## config.mk

```make
export PLATFORM = sky130hd
export DESIGN_NAME = spi_rx_slave_mc_flat
export DESIGN_NICKNAME = d
export VERILOG_FILES = /design/src/rtl/spi_rx_slave_mc_if.sv /design/src/rtl/spi_rx_slave_mc.sv /design/src/flat_wrapper.sv
export SDC_FILE = /design/constraint.sdc
export NUM_CORES = 1
export LEC_CHECK = 0
export BUFFER_PORTS_ARGS = -buffer_cell sky130_fd_sc_hd__buf_2
export CAP_MARGIN = 20
export CORE_AREA = 2 2 134 136
export DETAILED_ROUTE_END_ITERATION = 10
export DIE_AREA = 0 0 136 138
export PLACE_DENSITY_LB_ADDON = 0.05
export SKIP_CTS_REPAIR_TIMING = 1
export SYNTH_ARGS = -nofsm -noshare
export SYNTH_HDL_FRONTEND = slang
export SYNTH_SLANG_ARGS = --single-unit
```

## constraint.sdc

```tcl
create_clock -name CLOCK_50 -period 2.4 [get_ports CLOCK_50]
set_input_delay 0 -clock CLOCK_50 [delete_from_list [all_inputs] [get_ports CLOCK_50]]
set_output_delay 0 -clock CLOCK_50 [all_outputs]
set_load 0.02 [all_outputs]
```

## src/rtl/spi_rx_slave_mc_if.sv

```systemverilog
// Valid/ready word stream carrying a received SPI word, its select index and a
// first-of-frame flag from the receive slave to a downstream formatter.
interface spi_rx_slave_mc_if #(
  parameter int WORD_W = 8,
  parameter int CHAN_W = 1
);
  logic              valid;
  logic              ready;
  logic [WORD_W-1:0] data;
  logic [CHAN_W-1:0] chan;
  logic              first;

  modport master (output valid, data, chan, first, input ready);
  modport slave  (input valid, data, chan, first, output ready);
endinterface

```

## src/rtl/spi_rx_slave_mc.sv

```systemverilog
// Multi-select SPI mode-0 receive slave: oversamples SCK/MOSI/selects in the
// CLOCK_50 domain, assembles tagged words and buffers them in an FWFT FIFO.
module spi_rx_slave_mc #(
  parameter int NUM_SEL     = 2,
  parameter int WORD_W      = 8,
  parameter int FIFO_DEPTH  = 16,
  parameter int MSB_FIRST   = 1,
  parameter int SYNC_STAGES = 2,
  localparam int CHAN_W     = (NUM_SEL > 1) ? $clog2(NUM_SEL) : 1,
  localparam int LVL_W      = $clog2(FIFO_DEPTH) + 1
) (
  input  logic               CLOCK_50,
  input  logic               rst_n,
  input  logic               sck,
  input  logic               mosi,
  input  logic [NUM_SEL-1:0] ssel_n,
  spi_rx_slave_mc_if.master  m,
  output logic               frame_done,
  output logic [CHAN_W-1:0]  frame_chan,
  output logic               frame_partial,
  output logic               sel_err,
  output logic               ovf,
  input  logic               ovf_clr,
  output logic [LVL_W-1:0]   fifo_level
);

  localparam int AW     = $clog2(FIFO_DEPTH);
  localparam int BCNT_W = $clog2(WORD_W);

  typedef enum logic [1:0] {ST_IDLE, ST_ACTIVE, ST_ERROR} state_e;

  typedef struct packed {
    logic [WORD_W-1:0] data;
    logic [CHAN_W-1:0] chan;
    logic              first;
  } entry_t;

  // ---------------------------------------------------------------------------
  // Input synchronisers plus an aligned/previous pair for edge detection
  // ---------------------------------------------------------------------------
  logic [SYNC_STAGES-1:0]              sck_sync_q, sck_sync_d;
  logic [SYNC_STAGES-1:0]              mosi_sync_q, mosi_sync_d;
  logic [SYNC_STAGES-1:0][NUM_SEL-1:0] ssel_sync_q, ssel_sync_d;
  logic                                sck_q, sck_d, sck_prev_q, sck_prev_d;
  logic                                mosi_q, mosi_d;
  logic [NUM_SEL-1:0]                  ssel_q, ssel_d;

  always_comb begin
    sck_sync_d  = {sck_sync_q[SYNC_STAGES-2:0], sck};
    mosi_sync_d = {mosi_sync_q[SYNC_STAGES-2:0], mosi};
    ssel_sync_d = {ssel_sync_q[SYNC_STAGES-2:0], ssel_n};
    sck_d       = sck_sync_q[SYNC_STAGES-1];
    sck_prev_d  = sck_q;
    mosi_d      = mosi_sync_q[SYNC_STAGES-1];
    ssel_d      = ssel_sync_q[SYNC_STAGES-1];
  end

  // NOTE: sequential state uses non-blocking assignments so every flop samples pre-edge values.
  always_ff @(posedge CLOCK_50 or negedge rst_n) begin
    if (!rst_n) begin
      sck_sync_q  <= '0;
      mosi_sync_q <= '0;
      ssel_sync_q <= '1;
      sck_q       <= 1'b0;
      sck_prev_q  <= 1'b0;
      mosi_q      <= 1'b0;
      ssel_q      <= '1;
    end else begin
      sck_sync_q  <= sck_sync_d;
      mosi_sync_q <= mosi_sync_d;
      ssel_sync_q <= ssel_sync_d;
      sck_q       <= sck_d;
      sck_prev_q  <= sck_prev_d;
      mosi_q      <= mosi_d;
      ssel_q      <= ssel_d;
    end
  end

  logic               sck_rise;
  logic [NUM_SEL-1:0] sel_low;
  logic               one_low, multi_low;
  logic [CHAN_W-1:0]  sel_idx;

  assign sck_rise  = sck_q & ~sck_prev_q;
  assign sel_low   = ~ssel_q;
  assign one_low   = ($countones(sel_low) == 1);
  assign multi_low = ($countones(sel_low) > 1);

  always_comb begin
    sel_idx = '0;
    for (int i = 0; i < NUM_SEL; i++) begin
      if (sel_low[i]) sel_idx = CHAN_W'(i);
    end
  end

  // ---------------------------------------------------------------------------
  // Frame FSM and word assembly
  // ---------------------------------------------------------------------------
  state_e            state_q, state_d;
  logic [CHAN_W-1:0] chan_q, chan_d;
  logic [BCNT_W-1:0] bcnt_q, bcnt_d;
  logic [WORD_W-1:0] shift_q, shift_d, shift_in;
  logic              first_q, first_d;
  logic              push_q, push_d;
  entry_t            push_entry_q, push_entry_d;
  logic              frame_done_q, frame_done_d;
  logic [CHAN_W-1:0] frame_chan_q, frame_chan_d;
  logic              frame_partial_q, frame_partial_d;
  logic              sel_err_q, sel_err_d;

  always_comb begin
    if (MSB_FIRST != 0) shift_in = {shift_q[WORD_W-2:0], mosi_q};
    else                shift_in = {mosi_q, shift_q[WORD_W-1:1]};
  end

  // NOTE: every output gets a default first so no path infers a latch.
  always_comb begin
    state_d         = state_q;
    chan_d          = chan_q;
    bcnt_d          = bcnt_q;
    shift_d         = shift_q;
    first_d         = first_q;
    push_d          = 1'b0;
    push_entry_d    = push_entry_q;
    frame_done_d    = 1'b0;
    frame_chan_d    = frame_chan_q;
    frame_partial_d = frame_partial_q;
    sel_err_d       = 1'b0;

    unique case (state_q)
      ST_IDLE: begin
        // SCK is ignored here: in mode 0 no valid bit precedes select assertion.
        if (multi_low) begin
          state_d   = ST_ERROR;
          sel_err_d = 1'b1;
        end else if (one_low) begin
          state_d = ST_ACTIVE;
          chan_d  = sel_idx;
          bcnt_d  = '0;
          shift_d = '0;
          first_d = 1'b1;
        end
      end
      ST_ACTIVE: begin
        if (multi_low) begin
          state_d   = ST_ERROR;
          sel_err_d = 1'b1;
        end else if (ssel_q[chan_q]) begin
          state_d         = ST_IDLE;
          frame_done_d    = 1'b1;
          frame_chan_d    = chan_q;
          frame_partial_d = (bcnt_q != '0);
        end else if (sck_rise) begin
          shift_d = shift_in;
          if (bcnt_q == BCNT_W'(WORD_W - 1)) begin
            bcnt_d       = '0;
            first_d      = 1'b0;
            push_d       = 1'b1;
            push_entry_d = '{data: shift_in, chan: chan_q, first: first_q};
          end else begin
            bcnt_d = bcnt_q + BCNT_W'(1);
          end
        end
      end
      ST_ERROR: begin
        if (sel_low == '0) state_d = ST_IDLE;
      end
      default: state_d = ST_IDLE;
    endcase
  end

  always_ff @(posedge CLOCK_50 or negedge rst_n) begin
    if (!rst_n) begin
      state_q         <= ST_IDLE;
      chan_q          <= '0;
      bcnt_q          <= '0;
      shift_q         <= '0;
      first_q         <= 1'b0;
      push_q          <= 1'b0;
      push_entry_q    <= '0;
      frame_done_q    <= 1'b0;
      frame_chan_q    <= '0;
      frame_partial_q <= 1'b0;
      sel_err_q       <= 1'b0;
    end else begin
      state_q         <= state_d;
      chan_q          <= chan_d;
      bcnt_q          <= bcnt_d;
      shift_q         <= shift_d;
      first_q         <= first_d;
      push_q          <= push_d;
      push_entry_q    <= push_entry_d;
      frame_done_q    <= frame_done_d;
      frame_chan_q    <= frame_chan_d;
      frame_partial_q <= frame_partial_d;
      sel_err_q       <= sel_err_d;
    end
  end

  assign frame_done    = frame_done_q;
  assign frame_chan    = frame_chan_q;
  assign frame_partial = frame_partial_q;
  assign sel_err       = sel_err_q;

  // ---------------------------------------------------------------------------
  // First-word-fall-through FIFO
  // ---------------------------------------------------------------------------
  entry_t           mem [FIFO_DEPTH];
  logic [AW-1:0]    wr_ptr_q, wr_ptr_d, rd_ptr_q, rd_ptr_d;
  logic [LVL_W-1:0] count_q, count_d;
  logic             ovf_q, ovf_d;
  logic             pop, full, wr_en;
  entry_t           head;

  assign head  = mem[rd_ptr_q];
  assign pop   = m.valid & m.ready;
  assign full  = (count_q == LVL_W'(FIFO_DEPTH));
  // A pop frees the head slot in the same cycle, so a full FIFO still accepts.
  assign wr_en = push_q & (~full | pop);

  always_comb begin
    wr_ptr_d = wr_en ? wr_ptr_q + AW'(1) : wr_ptr_q;
    rd_ptr_d = pop ? rd_ptr_q + AW'(1) : rd_ptr_q;
    unique case ({wr_en, pop})
      2'b10:   count_d = count_q + LVL_W'(1);
      2'b01:   count_d = count_q - LVL_W'(1);
      default: count_d = count_q;
    endcase
    ovf_d = (ovf_q & ~ovf_clr) | (push_q & ~wr_en);
  end

  always_ff @(posedge CLOCK_50 or negedge rst_n) begin
    if (!rst_n) begin
      wr_ptr_q <= '0;
      rd_ptr_q <= '0;
      count_q  <= '0;
      ovf_q    <= 1'b0;
    end else begin
      wr_ptr_q <= wr_ptr_d;
      rd_ptr_q <= rd_ptr_d;
      count_q  <= count_d;
      ovf_q    <= ovf_d;
    end
  end

  // NOTE: storage is deliberately not reset; occupancy and pointers alone define validity.
  always_ff @(posedge CLOCK_50) begin
    if (wr_en) mem[wr_ptr_q] <= push_entry_q;
  end

  assign m.valid    = (count_q != '0);
  assign m.data     = m.valid ? head.data  : '0;
  assign m.chan     = m.valid ? head.chan  : '0;
  assign m.first    = m.valid ? head.first : 1'b0;
  assign ovf        = ovf_q;
  assign fifo_level = count_q;

endmodule

```

## src/flat_wrapper.sv

```systemverilog
// flat-port wrapper written by rule: the top's interface ports become plain ports
module spi_rx_slave_mc_flat 
#(
  parameter int NUM_SEL     = 2,
  parameter int WORD_W      = 8,
  parameter int FIFO_DEPTH  = 16,
  parameter int MSB_FIRST   = 1,
  parameter int SYNC_STAGES = 2,
  localparam int CHAN_W     = (NUM_SEL > 1) ? $clog2(NUM_SEL) : 1,
  localparam int LVL_W      = $clog2(FIFO_DEPTH) + 1
)
  (CLOCK_50, rst_n, sck, mosi, ssel_n, frame_done, frame_chan, frame_partial, sel_err, ovf, ovf_clr, fifo_level, m_valid, m_data, m_chan, m_first, m_ready);
  spi_rx_slave_mc_if #(.WORD_W(WORD_W), .CHAN_W((1))) m_i ();
  input  logic CLOCK_50;
  input  logic rst_n;
  input  logic sck;
  input  logic mosi;
  input  logic [NUM_SEL-1:0] ssel_n;
  output logic frame_done;
  output logic [CHAN_W-1:0] frame_chan;
  output logic frame_partial;
  output logic sel_err;
  output logic ovf;
  input  logic ovf_clr;
  output logic [LVL_W-1:0] fifo_level;
  output wire logic [$bits(m_i.valid)-1:0] m_valid;
  output wire logic [$bits(m_i.data)-1:0] m_data;
  output wire logic [$bits(m_i.chan)-1:0] m_chan;
  output wire logic [$bits(m_i.first)-1:0] m_first;
  input wire logic [$bits(m_i.ready)-1:0] m_ready;
  assign m_valid = m_i.valid;
  assign m_data = m_i.data;
  assign m_chan = m_i.chan;
  assign m_first = m_i.first;
  assign m_i.ready = m_ready;
  spi_rx_slave_mc #(.NUM_SEL(NUM_SEL), .WORD_W(WORD_W), .FIFO_DEPTH(FIFO_DEPTH), .MSB_FIRST(MSB_FIRST), .SYNC_STAGES(SYNC_STAGES)) u_core (.CLOCK_50(CLOCK_50), .rst_n(rst_n), .sck(sck), .mosi(mosi), .ssel_n(ssel_n), .m(m_i), .frame_done(frame_done), .frame_chan(frame_chan), .frame_partial(frame_partial), .sel_err(sel_err), .ovf(ovf), .ovf_clr(ovf_clr), .fifo_level(fifo_level));
endmodule
```

==> summary by stage <==
Run status
The flow ran to the end, but the final reports show violations. The checks that failed: negative hold slack.

Global route
For met2 alone, demand over resource in global routing was a little under 30%. Global routing finished with a remaining overflow of 0. Global routing used between 10% and 20% of the available tracks. The first global-routing pass estimated around 26,000 um of wire. The initial antenna violation count is 0. The global routing stage identified its most utilized layer as met2. The pin count of the biggest net entering global routing is 39.

The number of global-route vias before repair is between 4k and 5k. For met3 alone, demand over resource in global routing was between 2 and 3%. The met1 layer usage reported by global route is about a quarter.

Routing
The detail route stage leaves a number of antenna-violating nets equal to 0. The final route contains roughly 4.3k vias. After detailed routing, the average wire length per cell comes to approximately 21 um. Dividing the detail-routed via count by the number of cells gives around 5.5.

The routed design has 16,400 um of wire. After the first detailed-routing iteration, the DRC count stood at 302. After detailed routing, the number of remaining DRC violations is 0. For this run, the detailed router's first-pass iteration total came to 4.

Yosys
The commonest cells after synthesis are sky130_fd_sc_hd__edfxtp_1, sky130_fd_sc_hd__dfrtp_1, sky130_fd_sc_hd__mux4_2, sky130_fd_sc_hd__nand2_1, sky130_fd_sc_hd__o21ai_1. The fraction of post-synthesis cell area in the top cell type by area is a little under three fifths. The average instance in the mapped netlist occupies 18.2 um^2. The cell with the most instances after synthesis is sky130_fd_sc_hd__edfxtp_1. The distinct cell type count after synthesis is 44. Yosys mapped a number of flops with a built-in enable equal to between 150 and 200. The cell count after synthesis came out at around 470. By area the synthesized netlist is led by sky130_fd_sc_hd__edfxtp_1, sky130_fd_sc_hd__dfrtp_1, sky130_fd_sc_hd__mux4_2.

The cell type contributing the most total cell area after synthesis is sky130_fd_sc_hd__edfxtp_1. In the synthesized netlist the async set-or-reset flop fraction comes to 25.9%. Yosys printed 0 warnings. The combined area of all synthesized cells is around 8600 um^2. The most used flip-flop cell after synthesis is sky130_fd_sc_hd__edfxtp_1. The synthesized design contains around 220 register bits. The post-synthesis net count is 496.

Sequential elements use between 70% and 80% of the synthesized area.

Floorplan
The initial core utilization is about 49%. The I/O pin total is 29. Row generation in the floorplan step produced 49 rows. The die is between 100 and 150 um wide.

The die span in y is about 140 um. The area of the die is around 19,000 um^2. The core area is ~18,000 um^2.

Timing
Between clock sinks in the finished design, the worst skew comes to about 7.4 ps. Across all hold checks on the routed design, the worst slack comes to -26.1 ps. The number of endpoints with negative hold slack in the final report is 18. Dividing the final minimum period by the clock period gives 98.8%. At the pin with the least slew margin, the transition time is between 700 and 800 ps.

Subtracting the final worst setup slack from the clock period gives approximately 2400 ps. Setup repair after global routing could not meet its margin everywhere. The relative slew slack is 48.7%. Based on the critical path, the design can be clocked at up to 0.422 GHz. The number of pins with negative max-slew slack in the final report came to 0. Setup violations remaining at the end of the flow were counted as 0.

Layout
The area growth from synthesis to layout is 17.9%. The final antenna diode count is 0. For this run, the share of the core covered by cells in the final layout is between 50 and 60%.

The fraction of final layout cells with drive strength greater than 1 is between 30% and 40%. For this run, the post-layout net count is 566. Summing all flip-flop and latch instances after layout gives between 6000 and 7000 um^2. The area of the multi-input gates is 2370 um^2. The layout has between 1k and 1.5k filler cells.

Critical path
The kind of start point of the critical path is a register. STA classifies the critical path endpoint as a primary output. The critical path is of the reg2out type.

For the worst setup path, the data required time is between 2000 and 2500 ps. The largest fanout on the critical path is 14. STA puts the critical path data arrival time at approximately 2400 ps.

Clock tree
The clock sink count is approximately 220. The insertion delay of the later-clocked pin in the worst-skew pair is approximately 490 ps. The largest buffer count on any clock path is 3.

TritonCTS built the clock tree. The number of H-tree branching levels is 1. The number of CTS-inserted buffers is 23. The cell chosen for the clock root is sky130_fd_sc_hd__clkbuf_16. The clock slew seen by the registers of the worst setup and hold paths is around 60 ps.

Placed design
The final RePlAce weighted congestion is 0.812. During placement, the flow inserted port buffers numbering 28. Detailed placement ended at an HPWL of 10,100 um.

Job
The max capacitance violation total is 0.

Power
In this run the power density over the cells is 952 nW/um^2. Summed over all cells, the static leakage comes to between 3 and 4 nW. The worst IR drop on VDD is 0.641 mV.

The design draws about 9.7 mW.

Hold path
The worst min-delay path category is in2async.
power by group:
part           switching (mW)  internal (mW)  leakage [nW]
clock                    1.35           2.03         0.352
sequential              0.177           4.12          2.02
combinational            1.02          0.974          1.06
total                    2.55           7.13          3.44
per-layer routing:
layer	wire length, um	share of wire [%]	vias up
met2	8120	49	77
met1	7390	45	2254
met3	643	3.9	27
met5	0	0	-
met4	272	1.7	0
li1	-	-	1971
worst max-delay path, stage by stage (launching register included):
cell	delay (ps)
sky130_fd_sc_hd__dfrtp_2	450
sky130_fd_sc_hd__buf_12	200
sky130_fd_sc_hd__mux4_2	500
sky130_fd_sc_hd__mux2_2	270
sky130_fd_sc_hd__o21ai_1	140
sky130_fd_sc_hd__a21oi_1	100
sky130_fd_sc_hd__buf_2	220
placed cells by master (no fill, tap or decap), types with 12 or more instances in the layout:
| cell type | count |
|---|---|
| sky130_fd_sc_hd__mux2i_1 | 12 |
| sky130_fd_sc_hd__o21ai_1 | 21 |
| sky130_fd_sc_hd__mux4_2 | 40 |
| sky130_fd_sc_hd__dfrtp_1 | 45 |
| sky130_fd_sc_hd__ha_1 | 12 |
| sky130_fd_sc_hd__inv_1 | 13 |
| sky130_fd_sc_hd__nand2_1 | 23 |
| sky130_fd_sc_hd__clkbuf_16 | 24 |
| sky130_fd_sc_hd__edfxtp_1 | 160 |
| sky130_fd_sc_hd__a21oi_1 | 15 |
| sky130_fd_sc_hd__buf_4 | 28 |
| sky130_fd_sc_hd__buf_2 | 26 |
registers in the layout, indices dropped and copies added, names as in the netlist, 3 cells and up:
name and cells:
u_core.bcnt_q 3, u_core.fifo_level 5, u_core.mem 160, u_core.push_entry_q 10, u_core.rd_ptr_q 4, u_core.shift_q 7
u_core.wr_ptr_q 4
through the flow:
stage	hold slack [ps]	instance area (um^2)	setup WS, ps	cells	setup TNS, ps
after floorplan	-296	8680	-97.0	474	-97.0
after global placement	-55.7	9300	15.5	735	0
after detailed placement	-50.2	9300	-28.7	735	-28.7
after CTS	-573	10000	-79.8	776	-498
after global routing	15.7	10200	-86.1	789	-547
final	-26.1	10200	29.8	789	0
kinds of logic (layout without fill, tap and decap cells):
logic type                 after synthesis  in the layout  share of synthesized area [%]
xor gates and xnor gates                 9              9                          0.913
and+or+nand+nor                         73             73                           4.38
adders and majority gates               14             14                           2.12
DFF                                    216            216                           72.0
AOI/OAI and AO/OA                       46             46                           3.03
buffers and inverters                   37            123                           1.86
muxes                                   79             79                           15.7
worst paths after layout:
check | slack [ps] | endpoint | depth (start not counted) | start
min in group CLOCK_50 | 140 | u_core.ssel_sync_d[3] | 2 | ssel_n[1]
worst max-delay path | 30 | m_data[0] | 6 | u_core.rd_ptr_q[1]
worst max register to register | 60 | u_core.fifo_level[4] | 8 | u_core.fifo_level[2]
worst min-delay path | -30 | u_core.push_entry_q[4] | 2 | rst_n
worst min register to register | 350 | u_core.mosi_q | 0 | u_core.mosi_sync_q[1]
max in group asynchronous | 1560 | u_core.fifo_level[0] | 3 | rst_n
cell type report:
| class | instances | area share (%) |
|---|---|---|
| clock buffers | 32 | 6.19 |
| clock inverters | 9 | 0.886 |
| inverters | 15 | 0.553 |
| multi-input cells | 221 | 23.3 |
| flip-flops and latches | 216 | 61.1 |
| well taps | 229 | 2.82 |
| repair buffers | 67 | 5.12 |
(Power assumes the default switching activity.)
